===== src/rtl/booth_multiplier.sv =====
// Sequential radix-2 Booth multiplier: 6-bit signed X and Y loaded over a shared bus,
// 12-bit product returned as two 6-bit beats (high half first, flagged by done).
module booth_multiplier (
  input  logic       clk,
  input  logic       rst,
  input  logic       start,
  input  logic [5:0] inBus,
  output logic [5:0] outBus,
  output logic       done
);

  typedef enum logic [2:0] {
    IDLE   = 3'd0,
    LOAD_X = 3'd1,
    LOAD_Y = 3'd2,
    CALC   = 3'd3,
    OUT_HI = 3'd4,
    OUT_LO = 3'd5
  } state_t;

  state_t      state_r;
  logic [5:0]  m_r;
  logic [6:0]  a_r;
  logic [5:0]  q_r;
  logic        q_m1_r;
  logic [2:0]  count_r;
  logic [13:0] step_s;

  // One Booth step: conditional add/sub of sign-extended M, then arithmetic
  // shift of {A,Q,Q-1}. Result packs the new {A[6:0], Q[5:0], Q-1}.
  function automatic logic [13:0] booth_step(
    input logic [6:0] a,
    input logic [5:0] q,
    input logic       q_m1,
    input logic [5:0] m
  );
    logic [6:0] m_ext;
    logic [6:0] sum;
    m_ext = {m[5], m};
    case ({q[0], q_m1})
      2'b10:   sum = a - m_ext;
      2'b01:   sum = a + m_ext;
      default: sum = a;
    endcase
    return {sum[6], sum, q};
  endfunction

  assign step_s = booth_step(a_r, q_r, q_m1_r, m_r);

  // Control FSM, datapath registers and registered Moore outputs.
  always_ff @(posedge clk or negedge rst) begin
    if (!rst) begin
      state_r <= IDLE;
      m_r     <= 6'd0;
      a_r     <= 7'd0;
      q_r     <= 6'd0;
      q_m1_r  <= 1'b0;
      count_r <= 3'd0;
      outBus  <= 6'd0;
      done    <= 1'b0;
    end else begin
      case (state_r)
        IDLE: begin
          outBus <= 6'd0;
          done   <= 1'b0;
          if (start) begin
            state_r <= LOAD_X;
          end else begin
            state_r <= IDLE;
          end
        end
        LOAD_X: begin
          m_r     <= inBus;
          state_r <= LOAD_Y;
        end
        LOAD_Y: begin
          q_r     <= inBus;
          a_r     <= 7'd0;
          q_m1_r  <= 1'b0;
          count_r <= 3'd0;
          state_r <= CALC;
        end
        CALC: begin
          a_r     <= step_s[13:7];
          q_r     <= step_s[6:1];
          q_m1_r  <= step_s[0];
          count_r <= count_r + 3'd1;
          // The last step's result goes straight into the high beat so it is
          // on outBus in the first OUT_HI cycle.
          if (count_r == 3'd5) begin
            state_r <= OUT_HI;
            outBus  <= step_s[12:7];
            done    <= 1'b1;
          end else begin
            state_r <= CALC;
          end
        end
        OUT_HI: begin
          outBus  <= q_r;
          done    <= 1'b0;
          state_r <= OUT_LO;
        end
        OUT_LO: begin
          outBus  <= 6'd0;
          done    <= 1'b0;
          state_r <= IDLE;
        end
        default: begin
          outBus  <= 6'd0;
          done    <= 1'b0;
          state_r <= IDLE;
        end
      endcase
    end
  end

endmodule


===== config.mk =====
export PLATFORM = sky130hd
export DESIGN_NAME = booth_multiplier
export DESIGN_NICKNAME = d
export VERILOG_FILES = /design/src/rtl/booth_multiplier.sv
export SDC_FILE = /design/constraint.sdc
export NUM_CORES = 1
export LEC_CHECK = 0
export BUFFER_PORTS_ARGS = -buffer_cell sky130_fd_sc_hd__buf_2
export CAP_MARGIN = 20
export CORE_MARGIN = 2
export CORE_UTILIZATION = 59
export DETAILED_ROUTE_END_ITERATION = 16
export PLACE_DENSITY_LB_ADDON = 0.25
export REMOVE_ABC_BUFFERS = 1
export SLEW_MARGIN = 10
export SYNTH_ARGS = -nofsm -noshare
export SYNTH_HDL_FRONTEND = slang
export SYNTH_SLANG_ARGS = --single-unit

===== constraint.sdc =====
create_clock -name clk -period 2.7 [get_ports clk]
set_input_delay 0.27 -clock clk [delete_from_list [all_inputs] [get_ports clk]]
set_output_delay 0.27 -clock clk [all_outputs]
set_load 0.03 [all_outputs]

Word level (Yosys, flattened, before mapping) --
Cells that the tools add are included.
Word-level totals: register bits after elaboration 33, input bits 9, word-level logic and storage cells 36
Cells by class: add/subtract/negate cells 3, equality and inequality tests 8, muxes and demuxes 12, bitwise operators 1, reduce and logical (&&, ||, !) cells 4
Operators with widths (number):
- 7-bit one-hot mux with 2 select lines | 2
- 6-bit one-hot mux with 3 select lines | 1
- 3-bit one-hot mux with 5 select lines | 1
- 6-bit one-hot mux with 2 select lines | 1
- 7-bit adder | 1
- 7-bit subtractor | 1
- 3-bit by 2-bit equality test with 1-bit output, second input constant | 2
- 3-bit equality test, second input constant | 2
- 6-bit 2-to-1 mux | 1
- 3-bit one-hot mux with 2 select lines | 1
- 1-bit one-hot mux with 2 select lines | 2
- 3-bit by 1-bit adder with 3-bit output, second input constant | 1
- 3-bit by 1-bit equality test with 1-bit output, second input constant | 1
- 3-bit logical NOT | 1
- 3-bit 2-to-1 mux | 1
- 2-bit by 1-bit equality test with 1-bit output, second input constant | 1
- 2-bit equality test, second input constant | 1
- 1-bit 2-to-1 mux | 2
- 2-bit != test, second input constant | 1
- 2-bit AND reduction | 1
- 2-bit nonzero test | 1
- 2-bit OR reduction | 1
- 1-bit inverter | 1

Depth between registers and ports, before layout --
Gate-level depths: netlist of the first run.
word-level depth 4, mapped depth 10, gate-level depth less buffers 10

Least setup slack after synthesis of the first run --
OpenSTA, ideal clock, no wires.
path type reg2reg, start point reg q_r[0], end point reg a_r[5], setup time 0.071 ns, data arrival time 2.287 ns, path slack 0.342 ns, cell stages (with the launch flop) 11, buffers on the path 0, period minus slack after synthesis 2.358 ns, path through dfrtp_1 -> inv_1 -> ha_1 -> mux2_2 -> inv_1 -> fa_1 -> nor2b_1 -> o31a_1 -> o211a_1 -> or3_1 -> nand4_1
Between the ends: longest elaborated chain between the ends 3
Ends and longest elaborated chain:
- start: declaration | RTL line 24 | logic [5:0] q_r;
- start signal: assignment | RTL line 77 | q_r <= inBus;
- start signal: assignment | RTL line 85 | q_r <= step_s[6:1];
- 2-bit by 1-bit equality test with 1-bit output or 2-bit equality test (tied branches) | RTL line 40 | case ({q[0], q_m1})
- 7-bit one-hot mux with 2 select lines (*) | RTL line 40
- 7-bit one-hot mux with 2 select lines (*) | RTL line 62 | case (state_r)
- end signal: assignment | RTL line 84 | a_r <= step_s[13:7];
- end: declaration | RTL line 23 | logic [6:0] a_r;
Mark *: on every way between the ends. The rest lies on a longest branch, timed or not. A chain may end at the register's enable or synchronous reset.

Worst setup path after layout of the first run --
start point reg m_r[0], end point reg outBus[5]
Between the ends: longest elaborated chain between the ends 4
Ends and longest elaborated chain:
- start: declaration | RTL line 22 | logic [5:0] m_r;
- start signal: assignment | RTL line 73 | m_r <= inBus;
- 7-bit adder or 7-bit subtractor (tied branches) | RTL line 42, 41
- 7-bit one-hot mux with 2 select lines (*) | RTL line 40
- 6-bit 2-to-1 mux (*) | RTL line 90 | if (count_r == 3'd5) begin
- 6-bit one-hot mux with 3 select lines (*) | RTL line 62
- end signal: assignment | RTL line 92 | outBus <= step_s[12:7];
- end signal: assignment | RTL line 99 | outBus <= q_r;
- end: declaration | RTL line 8 | output logic [5:0] outBus,
Mark *: on every way between the ends. The rest lies on a longest branch, timed or not. The select of a mux whose other input is x is not followed.

==> results.sh, run 1 <==
export IMPL_status="finished clean"
export IMPL_ff_latch_area_um2=801
export IMPL_core_area_um2=3030
export IMPL_grt_antenna_before_repair=0
export IMPL_portBuffers=15
export IMPL_yosys_warnings=0
export IMPL_synth_top_area_share_pct=43.1
export IMPL_grt_overflow=0
export IMPL_grtUsageTotal_pct=26.7
export IMPL_synth_simple_area_share_pct=16.3
export IMPL_synth_xor_area_share_pct=2.36
export IMPL_hold_violations=0
export IMPL_clk_path_buf_depth=2
export IMPL_n_antenna_cell=0
export IMPL_synth_area_leaders="dfrtp_1, ha_1, nand2_1"
export IMPL_rows=20
export IMPL_layout_drive_gt1_share_pct=17.3
export IMPL_drv_slew=0
export IMPL_fin_skew_ps=19.0
export IMPL_wl_mm=4.07
export IMPL_grt_setup_unrepaired="no"
export IMPL_synth_top_family_by_area="compound AO/OA/AOI/OAI gates"
export IMPL_synth_seq_cells=32
export IMPL_clock_sinks=32
export IMPL_postCtsSetupRepairBufs=0
export IMPL_worst_ep_arrival_time_ps=2870
export IMPL_grt_pass1_vias=1506
export IMPL_syn_area_um2=1860
export IMPL_start_kind="register"
export IMPL_place_gp_congestion=0.856
export IMPL_drc_errors=0
export IMPL_setup_viol=0
export IMPL_area_growth_pct=11.3
export IMPL_syn_instance_count=194
export IMPL_via_count=1533
export IMPL_num_nets_final=233
export IMPL_clock_fmax_ghz=0.386
export IMPL_drtPass1Iterations=4
export IMPL_cp_required_ps=2980
export IMPL_synth_edff_count=0
export IMPL_avgRoutedWirePerCell_um=15.8
export IMPL_synth_fa_ha_area_share_pct=7.82
export IMPL_synth_distinct_cells=47
export IMPL_multi_input_area_um2=985
export IMPL_path_max_fanout=4
export IMPL_crit_type="reg -> reg"
export IMPL_yosysSeqAreaShare_pct=43.1
export IMPL_crit_path_end_kind="register"
export IMPL_grt_pass1_wl_mm=7.09
export IMPL_cap_violations=0
export IMPL_hp_class="in -> reg"
export IMPL_cts_tree="built"
export IMPL_dieArea_um2=3610
export IMPL_fin_crit_sh_pct=95.9
export IMPL_ys_async_sr_fraction_pct=100
export IMPL_maxSlewHeadroom_pct=53.4
export IMPL_ant_nets=0
export IMPL_start_util_pct=61.3
export IMPL_die_h_um=60.1
export IMPL_fin_tns_setup_ps=0
export IMPL_root_buffer="clkbuf_4"
export IMPL_grt_max_degree=33
export IMPL_clkTransAtPathRegs_ps=100
export IMPL_clock_latency_ps=340
export IMPL_syn_avg_cell_area_um2=9.57
export IMPL_synth_compound_area_share_pct=18.8
export IMPL_min_period_ps=2590
export IMPL_synth_mux_area_share_pct=7.28
export IMPL_htreeDepth=2
export IMPL_worstMarginPinSlew_ps=698
export IMPL_n_fill_cell=235
export IMPL_synth_top_area_cell="dfrtp_1"
export IMPL_hpwlAfterDp_mm=3.00
export IMPL_yosys_most_used_dff="dfrtp_1"
export IMPL_vias_per_cell=5.94
export IMPL_ioPinCount=16
export IMPL_die_x_um=60.1
export IMPL_post_dp_cell_area_um2=1970
export IMPL_fin_area_um2=2070
export IMPL_drt_iter0_markers=144
export IMPL_cts_buffers=5
[cell type report]
cell class	count	share of cell area [%]
multi-input cells	144	47.7
clock buffers	6	2.00
inverters	11	2.00
clock inverters	2	1.70
flip-flops and latches	32	38.8
repair buffers	19	5.21
well taps	44	2.67
[placed cells by master (no fill, tap or decap), drive strengths merged, types with 4 or more instances in the layout]
cell,count
nor3,5
clkbuf,6
a21o,6
inv,11
nand2,27
o21ai,18
mux2,4
a211oi,5
a21oi,8
ha,10
buf,18
nor2,13
dfrtp,32
mux2i,9
[state kept, by name (all words and copies together), names as in the netlist]
name / cells
a_r: 6
m_r: 6
outBus: 6
q_r: 6
count_r: 3
state_r: 3
done: 1
q_m1_r: 1
[stage by stage]
step                utilization [%]  hold WS [ps]  worst slack (ps)  cells
global route                   68.2           161              7.86    258
finish                         68.2           161               111    258
global placement               65.1           342               224    249
detailed placement             65.1           359              76.5    249
floorplan                         -         -25.6               342    187
CTS                            67.9           160              65.8    258
[synth_stat cells, types with 2 or more instances]
cell type   n
o211a_1     2
o21ai_0    17
nand3_1     2
clkbuf_1    4
nor2_1     12
mux2_2      4
nor2b_1     2
inv_1      10
ha_1       10
xnor2_1     2
and3_1      3
a21oi_1     8
nand2_1    27
nor3_1      4
or3_1       3
a211oi_1    5
a31oi_1     2
a21o_1      6
mux2i_1     9
nor3b_1     2
dfrtp_1    32
xor2_1      3
[logic make-up (layout without fill, tap and decap cells)]
logic type	count (synthesis)	count (layout)
fa+ha+maj	11	11
xor+xnor	5	5
mux	13	13
flops	32	32
simple gates	62	62
compound gates	53	53
buf+inv	18	38
[final timing paths]
path                                start    endpoint  slack, ps  cells past startpoint
worst max-delay path               m_r[0]   outBus[5]        110                     10
worst min-delay path             inBus[0]      m_r[0]        160                      3
worst max register to register     m_r[0]   outBus[5]        110                     10
worst min register to register  outBus[2]   outBus[2]        500                      2
max in group asynchronous             rst      a_r[2]       1740                      2
min in group asynchronous             rst  count_r[2]        490                      2
[critical path, cell delays in order (launching register included)]
cell     delay, ps
dfrtp_1        370
inv_1           80
ha_1           230
nor2_1         130
xor2_1         190
ha_1           300
nor2b_1        160
o31a_1         270
o211a_1        290
or3_1          410
nand3_1        100
[metal layers]
metal  GRT usage [%]  up-vias  share of wire [%]
met2            45.2       55                 50
met5               0        -                  0
li1                -      732                  -
met1            34.2      733                 43
met3            4.55       13                5.1
met4            9.52        0                1.8
[repair_timing]
action                                  4_1_cts  5_1_grt
resized for setup                             0        3
endpoints found under the setup margin        0        3
hold buffers                                  1        0
hold endpoints to repair                     19        0
Power of run 1 is left out: the tool's default activity adds up to more than one toggle a clock period on the data nets, which glitch-free logic cannot reach.
==> run 2: changes to the inputs <==
--- a/config.mk
+++ b/config.mk
@@ -8,7 +8,7 @@
 export BUFFER_PORTS_ARGS = -buffer_cell sky130_fd_sc_hd__buf_2
 export CAP_MARGIN = 20
 export CORE_MARGIN = 2
-export CORE_UTILIZATION = 59
+export CORE_UTILIZATION = 40
 export DETAILED_ROUTE_END_ITERATION = 16
 export PLACE_DENSITY_LB_ADDON = 0.25
 export REMOVE_ABC_BUFFERS = 1
==> results.sh, run 2 (synthesized netlist as in run 1, its figures left out) <==
export IMPL_status="finished clean"
export IMPL_grtUsageTotal_pct=16.9
export IMPL_wl_mm=3.88
export IMPL_grt_setup_unrepaired="no"
export IMPL_worst_ep_arrival_time_ps=2690
export IMPL_maxSlewHeadroom_pct=53.5
export IMPL_root_buffer="clkbuf_8"
export IMPL_clock_sinks=32
export IMPL_fin_tns_setup_ps=0
export IMPL_n_fill_cell=417
export IMPL_grt_pass1_vias=1386
export IMPL_via_count=1444
export IMPL_start_util_pct=42.1
export IMPL_crit_type="reg -> reg"
export IMPL_hpwlAfterDp_mm=2.98
export IMPL_clock_latency_ps=280
export IMPL_die_h_um=72.1
export IMPL_area_growth_pct=13.7
export IMPL_worstMarginPinSlew_ps=697
export IMPL_setup_viol=0
export IMPL_place_gp_congestion=0.862
export IMPL_crit_chain="inv_1 > ha_2 > nor2_1 > xor2_1 > ha_1 > nor2b_1 > o31a_1 > o211a_1 > or3_1 > nand4_1"
export IMPL_rrSetupSlack_ps=230
export IMPL_timing_rr_start="q_r[0]"
export IMPL_hp_class="in -> async"
export IMPL_fin_crit_sh_pct=91.7
export IMPL_avgRoutedWirePerCell_um=14.6
export IMPL_crit_path_max_incr_delay_ps=400
export IMPL_ioPinCount=16
export IMPL_drtPass1Iterations=4
export IMPL_grt_overflow=0
export IMPL_rows=24
export IMPL_clock_fmax_ghz=0.404
export IMPL_portBuffers=15
export IMPL_postCtsSetupRepairBufs=0
export IMPL_utilization_pct=47.8
export IMPL_start_kind="register"
export IMPL_final_cell_mix="dfrtp_1, nand2_1, o21ai_0"
export IMPL_core_area_um2=4410
export IMPL_fin_skew_ps=4.25
export IMPL_clkTransAtPathRegs_ps=70
export IMPL_n_antenna_cell=0
export IMPL_drt_iter0_markers=22
export IMPL_layout_commonest_cell="dfrtp_1"
export IMPL_vias_per_cell=5.43
export IMPL_hold_violations=0
export IMPL_num_nets_final=233
export IMPL_startpoint="q_r[0]"
export IMPL_htreeDepth=2
export IMPL_layout_drive_gt1_share_pct=18.2
export IMPL_cts_buffers=5
export IMPL_cpMaxStageDelayCell="dfrtp_1"
export IMPL_path_max_fanout=7
export IMPL_grt_antenna_before_repair=0
export IMPL_drc_errors=0
export IMPL_die_x_um=72.1
export IMPL_min_period_ps=2470
export IMPL_cts_tree="built"
export IMPL_grt_pass1_wl_mm=6.69
export IMPL_clk_path_buf_depth=2
export IMPL_crit_path_end_kind="register"
export IMPL_cp_required_ps=2920
export IMPL_ant_nets=0
export IMPL_drv_slew=0
export IMPL_cap_violations=0
export IMPL_dieArea_um2=5200
export IMPL_grt_max_degree=33
## run 2: area by class of cell
type	instances	area (um2)	share of cell area, %
Clock inverter	2	35.0	1.66
Sequential cell	32	801	37.9
Multi-Input combinational cell	144	991	46.9
Tap cell	52	65.1	3.08
Timing Repair Buffer	19	105	4.98
Clock buffer	6	72.6	3.44
Inverter	11	41.3	1.96
## run 2: path summary, 6_finish.rpt
check	to	cells after the start
max	a_r[5]	10
min	outBus[2]	1
max reg2reg	a_r[5]	10
min reg2reg	outBus[2]	2
max in group asynchronous	count_r[2]	1
min in group clk	m_r[4]	3
## run 2: what timing repair did
item / CTS / global route
endpoints found under the hold margin: 0 / 0
hold buffers: 0 / 0
setup endpoints to repair: 0 / 5
gates resized for setup: 0 / 3
## run 2: routing by layer
layer  share of wire, %  vias to the layer above  wire [um]  GRT usage (%)
met3                4.4                        2        171           3.89
met5                  0                        -          0              0
met1                 49                      682       1880           22.4
li1                   -                      731          -              -
met4               0.28                        0         11           5.66
met2                 47                       29       1810           27.3
## run 2: critical path: cells and delay by family, from the launching register on
kind	cells	cell delay [ps]
AND/OR/NAND/NOR	4	700
adder cells (fa/ha/maj)	2	570
AO/OA/AOI/OAI	2	510
flip-flops	1	400
XOR/XNOR	1	140
buffers and inverters	1	80
## run 2: through the flow
step,std cells,setup WS [ps],instance area [um2],hold slack [ps]
after floorplan,187,342,1820,-25.6
after global placement,258,193,1990,366
after detailed placement,258,162,1990,372
after CTS,266,134,2100,62.3
after global routing,266,12.1,2110,94.4
final,266,225,2110,27.2
Power of run 2 is left out for the same reason.
==> run 3: changes to the inputs <==
--- a/config.mk
+++ b/config.mk
@@ -11,7 +11,6 @@
 export CORE_UTILIZATION = 40
 export DETAILED_ROUTE_END_ITERATION = 16
 export PLACE_DENSITY_LB_ADDON = 0.25
-export REMOVE_ABC_BUFFERS = 1
 export SLEW_MARGIN = 10
 export SYNTH_ARGS = -nofsm -noshare
 export SYNTH_HDL_FRONTEND = slang
==> results.sh, run 3 (synthesized netlist as in run 1, its figures left out) <==
export IMPL_start_util_pct=42.1
export IMPL_crit_buf_inv=2
export IMPL_area_growth_pct=11.3
export IMPL_crit_chain="inv_1 > ha_2 > mux2_2 > inv_1 > fa_1 > nor2b_1 > o31a_1 > o211a_1 > or3_1 > nand4_1"
export IMPL_via_count=1429
export IMPL_status="finished clean"
export IMPL_grt_max_degree=33
export IMPL_avgRoutedWirePerCell_um=14.9
export IMPL_fin_tns_setup_ps=0
export IMPL_hpwlAfterDp_mm=2.97
export IMPL_cts_tree="built"
export IMPL_clock_latency_ps=280
export IMPL_ctsHoldBuffers=0
export IMPL_clock_fmax_ghz=0.396
export IMPL_htreeDepth=2
export IMPL_ant_nets=0
export IMPL_start_kind="register"
export IMPL_rows=24
export IMPL_utilization_pct=46.8
export IMPL_wl_mm=3.94
export IMPL_postCtsSetupRepairBufs=0
export IMPL_crit_path_end_kind="register"
export IMPL_maxSlewHeadroom_pct=52.8
export IMPL_grtUsageTotal_pct=17.1
export IMPL_ioPinCount=16
export IMPL_drv_slew=0
export IMPL_setup_viol=0
export IMPL_worstMarginPinSlew_ps=708
export IMPL_cp_required_ps=2920
export IMPL_fin_skew_ps=4.56
export IMPL_grt_pass1_vias=1370
export IMPL_cpMaxStageDelayCell="dfrtp_1"
export IMPL_fin_area_um2=2070
export IMPL_vias_per_cell=5.41
export IMPL_post_dp_cell_area_um2=1980
export IMPL_die_x_um=72.1
export IMPL_portBuffers=15
export IMPL_drt_iter0_markers=95
export IMPL_crit_path_max_incr_delay_ps=400
export IMPL_clkTransAtPathRegs_ps=60
export IMPL_synth_nets=214
export IMPL_clk_path_buf_depth=2
export IMPL_clock_sinks=32
export IMPL_final_cell_mix="dfrtp_1, nand2_1, o21ai_0"
export IMPL_worst_ep_arrival_time_ps=2750
export IMPL_place_gp_congestion=0.790
export IMPL_grt_pass1_wl_mm=6.75
export IMPL_n_antenna_cell=0
export IMPL_crit_top_cell="inv_1"
export IMPL_cap_violations=0
export IMPL_grt_overflow=0
export IMPL_path_max_fanout=7
export IMPL_n_fill_cell=412
export IMPL_cts_buffers=5
export IMPL_layout_commonest_cell="dfrtp_1"
export IMPL_grt_antenna_before_repair=0
export IMPL_root_buffer="clkbuf_8"
export IMPL_min_period_ps=2530
export IMPL_grt_setup_unrepaired="no"
export IMPL_critPathTopFamily="simple AND/OR/NAND/NOR gates"
export IMPL_dieArea_um2=5200
export IMPL_drtPass1Iterations=4
export IMPL_hp_class="in -> async"
export IMPL_layout_drive_gt1_share_pct=17.0
export IMPL_die_h_um=72.1
export IMPL_drc_errors=0
export IMPL_crit_type="reg -> reg"
export IMPL_hold_violations=0
export IMPL_num_nets_final=232
export IMPL_core_area_um2=4410
export IMPL_fin_crit_sh_pct=93.5
## run 3: final timing paths
check / from / endpoint / slack [ps] / cells past startpoint
max: q_r[0] / a_r[5] / 170 / 10
min: rst / count_r[0] / 30 / 1
max reg2reg: q_r[0] / a_r[5] / 170 / 10
min reg2reg: done / done / 490 / 1
max in group asynchronous: rst / a_r[5] / 2210 / 1
min in group clk: inBus[0] / m_r[0] / 220 / 3
## run 3: final cells by class
cell class	count	area, um2	share of cell area [%]
Inverter	11	41.3	2.00
Clock inverter	1	5.00	0.242
Timing Repair Buffer	18	97.6	4.72
Sequential cell	32	801	38.7
Multi-Input combinational cell	144	985	47.6
Tap cell	52	65.1	3.15
Clock buffer	6	72.6	3.51
## run 3: metrics by stage
step | hold WS [ps] | worst slack [ps] | std cells
finish | 31.1 | 174 | 264
global route | 76.9 | 22.7 | 264
global placement | 365 | 180 | 257
detailed placement | 365 | 105 | 257
floorplan | -25.6 | 342 | 194
CTS | 56.0 | 90.1 | 264
## run 3: what timing repair did
action / in CTS / in global routing
gates resized for setup: 0 / 3
endpoints found under the setup margin: 0 / 3
endpoints found under the hold margin: 0 / 0
## run 3: worst reg2reg max path, delay by kind of cell (launching register included)
family	cells	cell delay, ps
compound gates	2	540
buf+inv	2	160
simple gates	3	540
fa+ha+maj	2	460
mux	1	370
flops	1	400
## run 3: per-layer routing
layer | up-vias | GRT usage (%) | routed length, um
li1 | 729 | - | -
met1 | 659 | 25.0 | 2060
met2 | 37 | 23.5 | 1630
met3 | 4 | 5.42 | 196
met4 | 0 | 6.50 | 51
met5 | - | 0 | 0
Power of run 3 is left out for the same reason.
